[src/rtl/button_conditioner.sv]
// Board button/switch front end: per-input 2-flop synchronizer and counter debouncer,
// press pulses for the buttons, and the stopwatch run/pause toggle.

module button_conditioner_lane #(
  parameter int DEBOUNCE_CYCLES = 1000000,
  parameter int CNT_W           = 20,
  parameter bit EDGE_OUT        = 1'b0
) (
  input  logic clk,
  input  logic rst,
  input  logic raw_i,
  output logic out_o
);
  logic             s1_q, s2_q;
  logic             stable_q, stable_d;
  logic [CNT_W-1:0] cnt_q, cnt_d;
  logic             accept;

  always_ff @(posedge clk or posedge rst) begin
    if (rst) begin
      s1_q     <= 1'b0;
      s2_q     <= 1'b0;
      stable_q <= 1'b0;
      cnt_q    <= '0;
    end else begin
      s1_q     <= raw_i;
      s2_q     <= s1_q;
      stable_q <= stable_d;
      cnt_q    <= cnt_d;
    end
  end

  // Counter only advances while the synchronized input disagrees; any agreement restarts it.
  always_comb begin
    stable_d = stable_q;
    cnt_d    = cnt_q;
    accept   = 1'b0;
    if (s2_q == stable_q) begin
      cnt_d = '0;
    end else if (cnt_q == CNT_W'(DEBOUNCE_CYCLES - 1)) begin
      stable_d = s2_q;
      cnt_d    = '0;
      accept   = 1'b1;
    end else begin
      cnt_d = cnt_q + CNT_W'(1);
    end
  end

  // Button lanes export the 0->1 accept strobe (combinational, same edge as the level change);
  // switch lanes export the debounced level.
  generate
    if (EDGE_OUT) begin : g_edge
      assign out_o = accept & s2_q;
    end else begin : g_level
      assign out_o = stable_q;
    end
  endgenerate
endmodule

module button_conditioner #(
  parameter int DEBOUNCE_CYCLES = 1000000,
  parameter int CNT_W           = 20
) (
  input  logic clk,
  input  logic rst,
  input  logic btn_pause_raw,
  input  logic btn_reset_raw,
  input  logic sw_sel_raw,
  input  logic sw_adj_raw,
  output logic sel,
  output logic adj,
  output logic reset_pulse,
  output logic pause_pulse,
  output logic paused
);
  localparam int NUM_IN  = 4;
  localparam int NUM_BTN = 2;
  localparam int I_PAUSE = 0;
  localparam int I_RESET = 1;
  localparam int I_SEL   = 2;
  localparam int I_ADJ   = 3;

  logic [NUM_IN-1:0] raw;
  logic [NUM_IN-1:0] lane_out;
  logic              reset_pulse_q, pause_pulse_q;
  logic              paused_q, paused_d;

  assign raw = {sw_adj_raw, sw_sel_raw, btn_reset_raw, btn_pause_raw};

  // Buttons occupy the low lanes so the lane index alone selects pulse vs level output.
  generate
    for (genvar g = 0; g < NUM_IN; g++) begin : g_lane
      button_conditioner_lane #(
        .DEBOUNCE_CYCLES(DEBOUNCE_CYCLES),
        .CNT_W          (CNT_W),
        .EDGE_OUT       (g < NUM_BTN)
      ) u_lane (
        .clk  (clk),
        .rst  (rst),
        .raw_i(raw[g]),
        .out_o(lane_out[g])
      );
    end
  endgenerate

  always_comb begin
    paused_d = paused_q;
    if (lane_out[I_RESET])      paused_d = 1'b0;
    else if (lane_out[I_PAUSE]) paused_d = ~paused_q;
  end

  always_ff @(posedge clk or posedge rst) begin
    if (rst) begin
      reset_pulse_q <= 1'b0;
      pause_pulse_q <= 1'b0;
      paused_q      <= 1'b0;
    end else begin
      reset_pulse_q <= lane_out[I_RESET];
      pause_pulse_q <= lane_out[I_PAUSE];
      paused_q      <= paused_d;
    end
  end

  assign sel         = lane_out[I_SEL];
  assign adj         = lane_out[I_ADJ];
  assign reset_pulse = reset_pulse_q;
  assign pause_pulse = pause_pulse_q;
  assign paused      = paused_q;
endmodule

[config.mk]
export PLATFORM = sky130hd
export DESIGN_NAME = button_conditioner
export DESIGN_NICKNAME = d
export VERILOG_FILES = /design/src/rtl/button_conditioner.sv
export SDC_FILE = /design/constraint.sdc
export NUM_CORES = 1
export LEC_CHECK = 0
export CAP_MARGIN = 20
export CORE_ASPECT_RATIO = 0.8
export CORE_MARGIN = 4
export CORE_UTILIZATION = 55
export DETAILED_ROUTE_END_ITERATION = 7
export GPL_TIMING_DRIVEN = 0
export PLACE_DENSITY_LB_ADDON = 0.1
export SYNTH_ARGS = -nofsm -noshare
export SYNTH_HDL_FRONTEND = slang
export SYNTH_SLANG_ARGS = --single-unit
[constraint.sdc]
create_clock -name clk -period 3.7 [get_ports clk]
set_clock_uncertainty 0.2 [all_clocks]
set_input_delay 1.11 -clock clk [delete_from_list [all_inputs] [get_ports clk]]
set_output_delay 1.11 -clock clk [all_outputs]
set_load 0.01 [all_outputs]
==> results of run 1 <==
[metrics by stage]
step | hold slack [ns] | cells | setup slack (ns)
6_report | 0.160 | 587 | 1.07
5_1_grt | 0.173 | 587 | 1.00
2_1_floorplan | 0.131 | 451 | 1.27
3_3_place_gp | 0.133 | 569 | 0.269
4_1_cts | 0.163 | 587 | 1.06
3_5_place_dp | 0.142 | 571 | 1.09
[power groups by stage]
stage | Combinational, mW | Sequential [mW] | Clock [mW]
after global placement | 0.0671 | 1.09 | 0
after floorplan | 0.0480 | 1.08 | 0
after CTS | 0.0733 | 1.07 | 0.692
after global routing | 0.0826 | 1.07 | 0.742
final | 0.0711 | 1.07 | 0.676
after detailed placement | 0.0730 | 1.09 | 0
[metal layers]
| metal | up-vias | wire (um) |
|---|---|---|
| li1 | 1657 | - |
| met1 | 1599 | 4240 |
| met2 | 62 | 3750 |
| met3 | 4 | 313 |
| met4 | 0 | 48 |
| met5 | - | 0 |
[flip-flops by register name, indices dropped and copies added (netlist names)]
register and cells:
g_lane.u_lane.stable_q 2, g_lane.u_lane.out_o 2, g_lane.u_lane.s1_q 4, reset_pulse 1
paused 1, g_lane.u_lane.cnt_q 80, pause_pulse 1, g_lane.u_lane.s2_q 4
[cell usage in the layout, fill, tap and decap left out, types with 2 or more instances in the layout]
cell              n
dfrtp_1          95
nor2_1           66
xnor2_1          33
nand3_1          30
a21oi_1          23
nand2_1          22
xor2_1           21
nand4_1          19
inv_1            15
or4_1            13
o21ai_0          13
or3_1            13
nor3_1           13
clkbuf_8         13
o31ai_1          12
nor4_1           11
clkdlybuf4s50_1  10
and3_1            8
buf_2             5
clkbuf_1          5
and4_1            5
mux2_2            4
ha_1              4
and2_1            3
nor4b_1           3
nand4_2           2
or4b_1            2
nand4b_1          2
nand2b_1          2
buf_12            2
[layout make-up]
type                            instances  area [sq um]  share of cell area
Sequential cell                        95          2380               0.478
Clock inverter                          3          22.5             0.00452
Buffer                                 10          43.8             0.00880
Inverter                               16          63.8              0.0128
Timing Repair Buffer                   12           140              0.0281
Tap cell                              108           135              0.0271
Multi-Input combinational cell        330          2020               0.405
Clock buffer                           13           179              0.0359
[logic make-up after synthesis]
kind of cell,after synthesis,synth area share
simple gates,218,0.259
flops,95,0.529
xor+xnor,54,0.105
compound gates,50,0.0631
buf+inv,26,0.0231
mux,4,0.0100
fa+ha+maj,4,0.0111
[worst paths after layout]
check | startpoint | endpoint | slack (ns) | cells after the start
setup / recovery | g_lane[2].u_lane.out_o | sel | 1.07 | 1
hold / removal | g_lane[2].u_lane.s1_q | g_lane[2].u_lane.s2_q | 0.16 | 0
setup reg to reg | g_lane[3].u_lane.cnt_q[0] | g_lane[3].u_lane.cnt_q[4] | 1.24 | 7
max in group asynchronous | rst | g_lane[2].u_lane.cnt_q[0] | 1.54 | 4
min in group asynchronous | rst | g_lane[3].u_lane.s1_q | 0.95 | 2
hold reg to reg | g_lane[2].u_lane.s1_q | g_lane[2].u_lane.s2_q | 0.16 | 0
==> results by group, run 1 <==
Floorplanning
  – Core ar.: 7950 sq um
  – Num ports: 11
  – Number of cell rows: 29
  – Die height: 88.9 um
  – Die area: 9700 sq um
  – Starting Density: 0.566
  – Die Width: 109 um

Detailed routing
  – DRT iter0 DRCs: 139
  – DR pass1 iterations: 4
  – Final wirelength: around 8400 um
  – Post-route DRC: 0
  – Drt wl/cell: between 10 and 15 um
  – Final antenna-violating net count: 0
  – Vias per cell: around 5.7
  – DR vias: around 3,300

Global routing
  – Global-route wire length before repair: between 10,000 and 15,000 um
  – Largest net degree at the start of global routing: 39
  – Gr busiest metal: met2
  – M2 GR Usage: 0.304
  – Vias in the first global route: 3,247
  – Total GRT Usage: 0.194
  – Met1 usage: 0.270
  – GRT met3 Usage: 0.0489
  – GRT overflow: 0
  – Antenna violations before repair: 0

Yosys
  – Synth Flop Type: dfrtp_1
  – Syn Area/Cell: roughly 10 sq um
  – Seq/Total Area, Yosys: 0.529
  – Post-synth cell types: 33
  – Mapped Cells: 451
  – Top-area cell type share of the netlist area: 0.529
  – Yosys reg bits: 95
  – Syn Std Cell Area: 4500 sq um
  – Most common cell in the synthesized netlist: dfrtp_1
  – Async set or reset register ratio after synthesis: 1.00
  – Cell accounting for the most synthesized area: dfrtp_1
  – Syn nets: ~460
  – EDFF count, synth: 0
  – Synth Warn #: 0
  – Largest cells by area after synthesis: dfrtp_1 (53%), xnor2_1 (6.4%), nor2_1 (5.5%)
  – Top cells by count, synth: dfrtp_1 (95), nor2_1 (66), xnor2_1 (33)

CTS
  – Clk pin slew, worst setup/hold paths: 0.09 ns
  – H-tree Lvls: 3
  – # clock sinks: 95
  – Clk Latency, worst-skew pair: between 0.3 and 0.4 ns
  – Post-CTS setup buffers: 0
  – Clk root buf: clkbuf_8
  – PostCTS Resize Cnt: 0
  – Hold-fix buffers at CTS: 0
  – Max Root-Sink Buffers: 2
  – TritonCTS clock tree: yes
  – Inserted Clock Buffers: 9

Power
  – Flop pwr share: 0.588
  – Switching share of total power: 0.230
  – Pleak: a little under 2 nW
  – Max VDD drop: 263 uV
  – Switch Pwr: 0.416 mW
  – PwrDens: 364 nW/um^2
  – Combinational share of power: 0.039
  – Int Power: 1.40 mW
  – Clock Power Share: 0.373
  – Tot Pwr: between 1.5 and 2 mW

Critical path
  – Data required, critical path: 2.39 ns
  – Worst-path maximum fanout: 3
  – Critical Path, Cell by Cell: clkdlybuf4s50_1
  – Worst Path Arrival: between 1 and 1.5 ns
  – CP Capture Type: primary output
  – Critical path class: reg2out
  – Critical path's largest stage delay: 0.55 ns
  – Top delay family on crit path: buffers and inverters
  – Critical-path top delay cell: clkdlybuf4s50_1
  – Worst Setup Start Kind: register
  – Buf/Inv on CP: 1

Placement
  – Routability cong.: 0.869
  – # port buffers: 10
  – Detail Placement HPWL: about 5900 um
  – Placed instance area: roughly 4800 sq um

STA
  – Tmin final: around 2.6 ns
  – Tightest Pin Transition: 0.637 ns
  – Fin. max-slew vios: 0
  – Final hold vios: 0
  – Finish-stage setup viols: 0
  – Crit share post-route: 0.710
  – RSZ-0062 raised after global routing: false
  – Sum Neg Setup Slack: 0 ns
  – Fmax: 380 MHz
  – Slew HR: 0.573

Cells and area
  – Post-route cell area: 4980 sq um
  – Final net count: just under 500
  – Layout area overhead: 10.7%
  – Layout cell share with drive strength beyond 1: 0.0668
  – Final core utilization: 0.627
  – Filler Cell Count: 650
  – N_diodes: 0

Min path
  – HP Class: reg2reg

Status
  – Status: completed

Run
  – Total of max-cap violations: 0
Power figures use the tool's default switching activity.
==> run 2: changes to the inputs <==
==> constraint.sdc (replaced) <==
create_clock -name clk -period 2.1 [get_ports clk]
set_clock_uncertainty 0.2 [all_clocks]
set_input_delay 0.63 -clock clk [delete_from_list [all_inputs] [get_ports clk]]
set_output_delay 0.63 -clock clk [all_outputs]
set_load 0.01 [all_outputs]
==> run 2 against run 1 <==
Combinational power increased by 130%. Global-route usage increased by 0.82 points. Non-clock buffer count increased by 24. Die area unchanged. Via count increased by 3.9%. Core utilization increased by 5.6 points. Critical path type is now reg2reg. Highest routed layer unchanged. Flip-flop and latch count unchanged. Worst setup slack got worse by 1.0 ns. Sequential share of layout area decreased by 3.8 points.
==> results by group, run 2 (synthesized netlist as in run 1, its figures left out) <==
Cells and area
  – Largest regs: g_lane.u_lane.cnt_q x80, g_lane.u_lane.s1_q x4, g_lane.u_lane.s2_q x4 (unchanged)
  – Layout area overhead: 20.5% (was 10.7%)
  – N_diodes: 0 (unchanged)
  – Filler Cell Count: 616 (was 650)
  – Post-route cell area: 5420 sq um (was 4980 sq um)
  – Final core utilization: 0.682 (was 0.627)
  – Commonest non-fill, non-tap cells in the layout: dfrtp_1 (89), nor2_1 (66), xnor2_1 (33) (was dfrtp_1 (95), nor2_1 (66), xnor2_1 (33))
  – Final Non-Filler Cells: 610 (was 587)
  – Most flops, register: g_lane.u_lane.cnt_q (unchanged)
  – Most common cell after layout, fill and taps aside: dfrtp_1 (unchanged)
  – Final net count: 508 (was 484)
  – Max reg flops: 80 (unchanged)
  – Layout cell share with drive strength beyond 1: 0.187 (was 0.0668)

Floorplanning
  – Starting Density: 0.566 (unchanged)
  – Number of cell rows: 29 (unchanged)
  – Die area: 9700 sq um (unchanged)
  – Die height: 88.9 um (unchanged)
  – Die Width: 109 um (unchanged)
  – Num ports: 11 (unchanged)
  – Core ar.: 7950 sq um (unchanged)

STA
  – Tmin final: 2.07 ns
  – Tightest Pin Transition: 0.572 ns (was 0.637 ns)
  – Finish-stage setup viols: 0 (unchanged)
  – Fmax: 483 MHz
  – Final hold vios: 0 (unchanged)
  – RSZ-0062 raised after global routing: true (was false)
  – Crit share post-route: 0.985
  – Fin. max-slew vios: 0 (unchanged)
  – Fin Hold WS: 0.153 ns (was 0.160 ns)
  – Slew HR: 0.615 (was 0.573)

Power
  – Pleak: 2.19 nW (was 1.99 nW)
  – Max VDD drop: 795 uV (was 263 uV)
  – PwrDens: 636 nW/um^2 (was 364 nW/um^2)
  – Tot Pwr: 3.45 mW (was 1.81 mW)

Global routing
  – Total GRT Usage: 0.203 (was 0.194)
  – GRT overflow: 0 (unchanged)
  – Largest net degree at the start of global routing: 44 (was 39)
  – Antenna violations before repair: 0 (unchanged)
  – Vias in the first global route: 3,376 (was 3,247)
  – Global-route wire length before repair: 15,400 um (was 14,900 um)

Placement
  – # port buffers: 10 (unchanged)
  – Dpl cells: 571 (unchanged)
  – Routability cong.: 0.846 (was 0.869)
  – Detail Placement HPWL: 5710 um (was 5890 um)
  – Placed instance area: 4780 sq um (about the same)

Detailed routing
  – Final wirelength: 9070 um (was 8360 um)
  – DR vias: 3,450 (was 3,322)
  – Vias per cell: 5.66 (about the same)
  – Post-route DRC: 0 (unchanged)
  – DR pass1 iterations: 5 (was 4)
  – DRT iter0 DRCs: 170 (was 139)
  – Drt wl/cell: 14.9 um (was 14.2 um)
  – Final antenna-violating net count: 0 (unchanged)

CTS
  – Clk root buf: clkbuf_8 (unchanged)
  – # clock sinks: 95 (unchanged)
  – Hold-fix buffers at CTS: 0 (unchanged)
  – Inserted Clock Buffers: 9 (unchanged)
  – TritonCTS clock tree: yes (unchanged)
  – Max Root-Sink Buffers: 2 (unchanged)
  – Clk Latency, worst-skew pair: 0.36 ns (about the same)
  – H-tree Lvls: 3 (unchanged)
  – Clk pin slew, worst setup/hold paths: 0.09 ns (about the same)

Critical path
  – FF-to-FF End: g_lane[0].u_lane.cnt_q[18] (was g_lane[3].u_lane.cnt_q[4])
  – CP Capture Type: register (was primary output)
  – Data required, critical path: 2.20 ns (was 2.39 ns)
  – Buf/Inv on CP: 0 (was 1)
  – Worst Setup Start Kind: register (unchanged)
  – FF-to-FF Start: g_lane[0].u_lane.cnt_q[9] (was g_lane[3].u_lane.cnt_q[0])
  – Worst Path Arrival: 2.17 ns (was 1.32 ns)
  – Critical Path, Cell by Cell: nand4_4 -> or4_4 -> or4_4 -> a21oi_2 (was clkdlybuf4s50_1)
  – Most used cell, CP: or4_4
  – Critical Path Start: g_lane[0].u_lane.cnt_q[9] (was g_lane[2].u_lane.out_o)
  – Worst r2r path cells: 4 (was 7)
  – Worst-path maximum fanout: 5 (was 3)
  – Top delay family on crit path: simple AND/OR/NAND/NOR gates (was buffers and inverters)
  – Critical-path top delay cell: or4_4 (was clkdlybuf4s50_1)
  – Critical path's largest stage delay: 0.56 ns (was 0.55 ns)
  – Flop-to-flop setup slack: 0.03 ns (was 1.24 ns)
  – Critical path class: reg2reg (was reg2out)

Min path
  – Hold Crit Start: g_lane[3].u_lane.s1_q (was g_lane[2].u_lane.s1_q)
  – Hold path cells: 0 (unchanged)
  – Hold endpoint: g_lane[3].u_lane.s2_q (was g_lane[2].u_lane.s2_q)
  – HP Class: reg2reg (unchanged)

Status
  – Status: completed (unchanged)

Run
  – Total of max-cap violations: 0 (unchanged)
-- run 2: changes by cell type in the layout (fill, tap and decap cells not counted), moves of 4 or more --
cell and change:
clkbuf_8 -4, buf_4 +27, nand3_1 -5, or4_4 +4, clkbuf_1 -5, or4_1 -4
dfrtp_2 +6, dfrtp_1 -6, clkdlybuf4s50_1 -4
-- run 2: metal layers --
metal  part of all wire  track usage  wire (um)
met4             0.0064       0.0596         58
met3              0.040       0.0576        362
met2               0.49        0.325       4420
met1               0.47        0.271       4220
met5                  0            0          0
-- run 2: metrics by stage --
step                setup WS [ns]  setup TNS (ns)
detailed placement         -0.324           -9.91
global route              -0.0465          -0.376
finish                     0.0307               0
CTS                       -0.0177         -0.0199
global placement           -0.830          -86.84
floorplan                  0.0376               0
-- run 2: area by class of cell --
class                      instances  area (sq um)  area share
sequential                        95          2380       0.440
multi-input combinational        330          2210       0.407
timing repair buffer              39           343      0.0632
tap                              108           135      0.0249
clock buffer                       9           124      0.0228
clock inverter                     6           109      0.0201
inverter                          16          63.8      0.0118
buffer                             7          55.1      0.0102
-- run 2: worst max-delay path by stage --
| stage | endpoint | cells after the start |
|---|---|---|
| 2_1_floorplan | g_lane[0].u_lane.cnt_q[18] | 5 |
| 3_3_place_gp | g_lane[0].u_lane.cnt_q[14] | 2 |
| 3_5_place_dp | g_lane[3].u_lane.cnt_q[3] | 7 |
| 4_1_cts | g_lane[0].u_lane.cnt_q[18] | 5 |
| 5_1_grt | g_lane[3].u_lane.cnt_q[14] | 6 |
| 6_report | g_lane[0].u_lane.cnt_q[18] | 4 |
-- run 2: where the power goes --
part | switching, mW | leakage, nW | total [mW] | internal, mW
clock network | 0.616 | 0.119 | 1.40 | 0.784
logic | 0.0976 | 0.783 | 0.167 | 0.0698
registers | 0.0251 | 1.29 | 1.88 | 1.85
total | 0.739 | 2.19 | 3.45 | 2.71
-- run 2: timing repair --
item | in CTS | in global routing
cloned | 0 | 2
resized for setup | 21 | 42
setup buffers | 6 | 19
hold endpoints to repair | 0 | 0
endpoints found under the setup margin | 58 | 75
pin swaps | 6 | 12
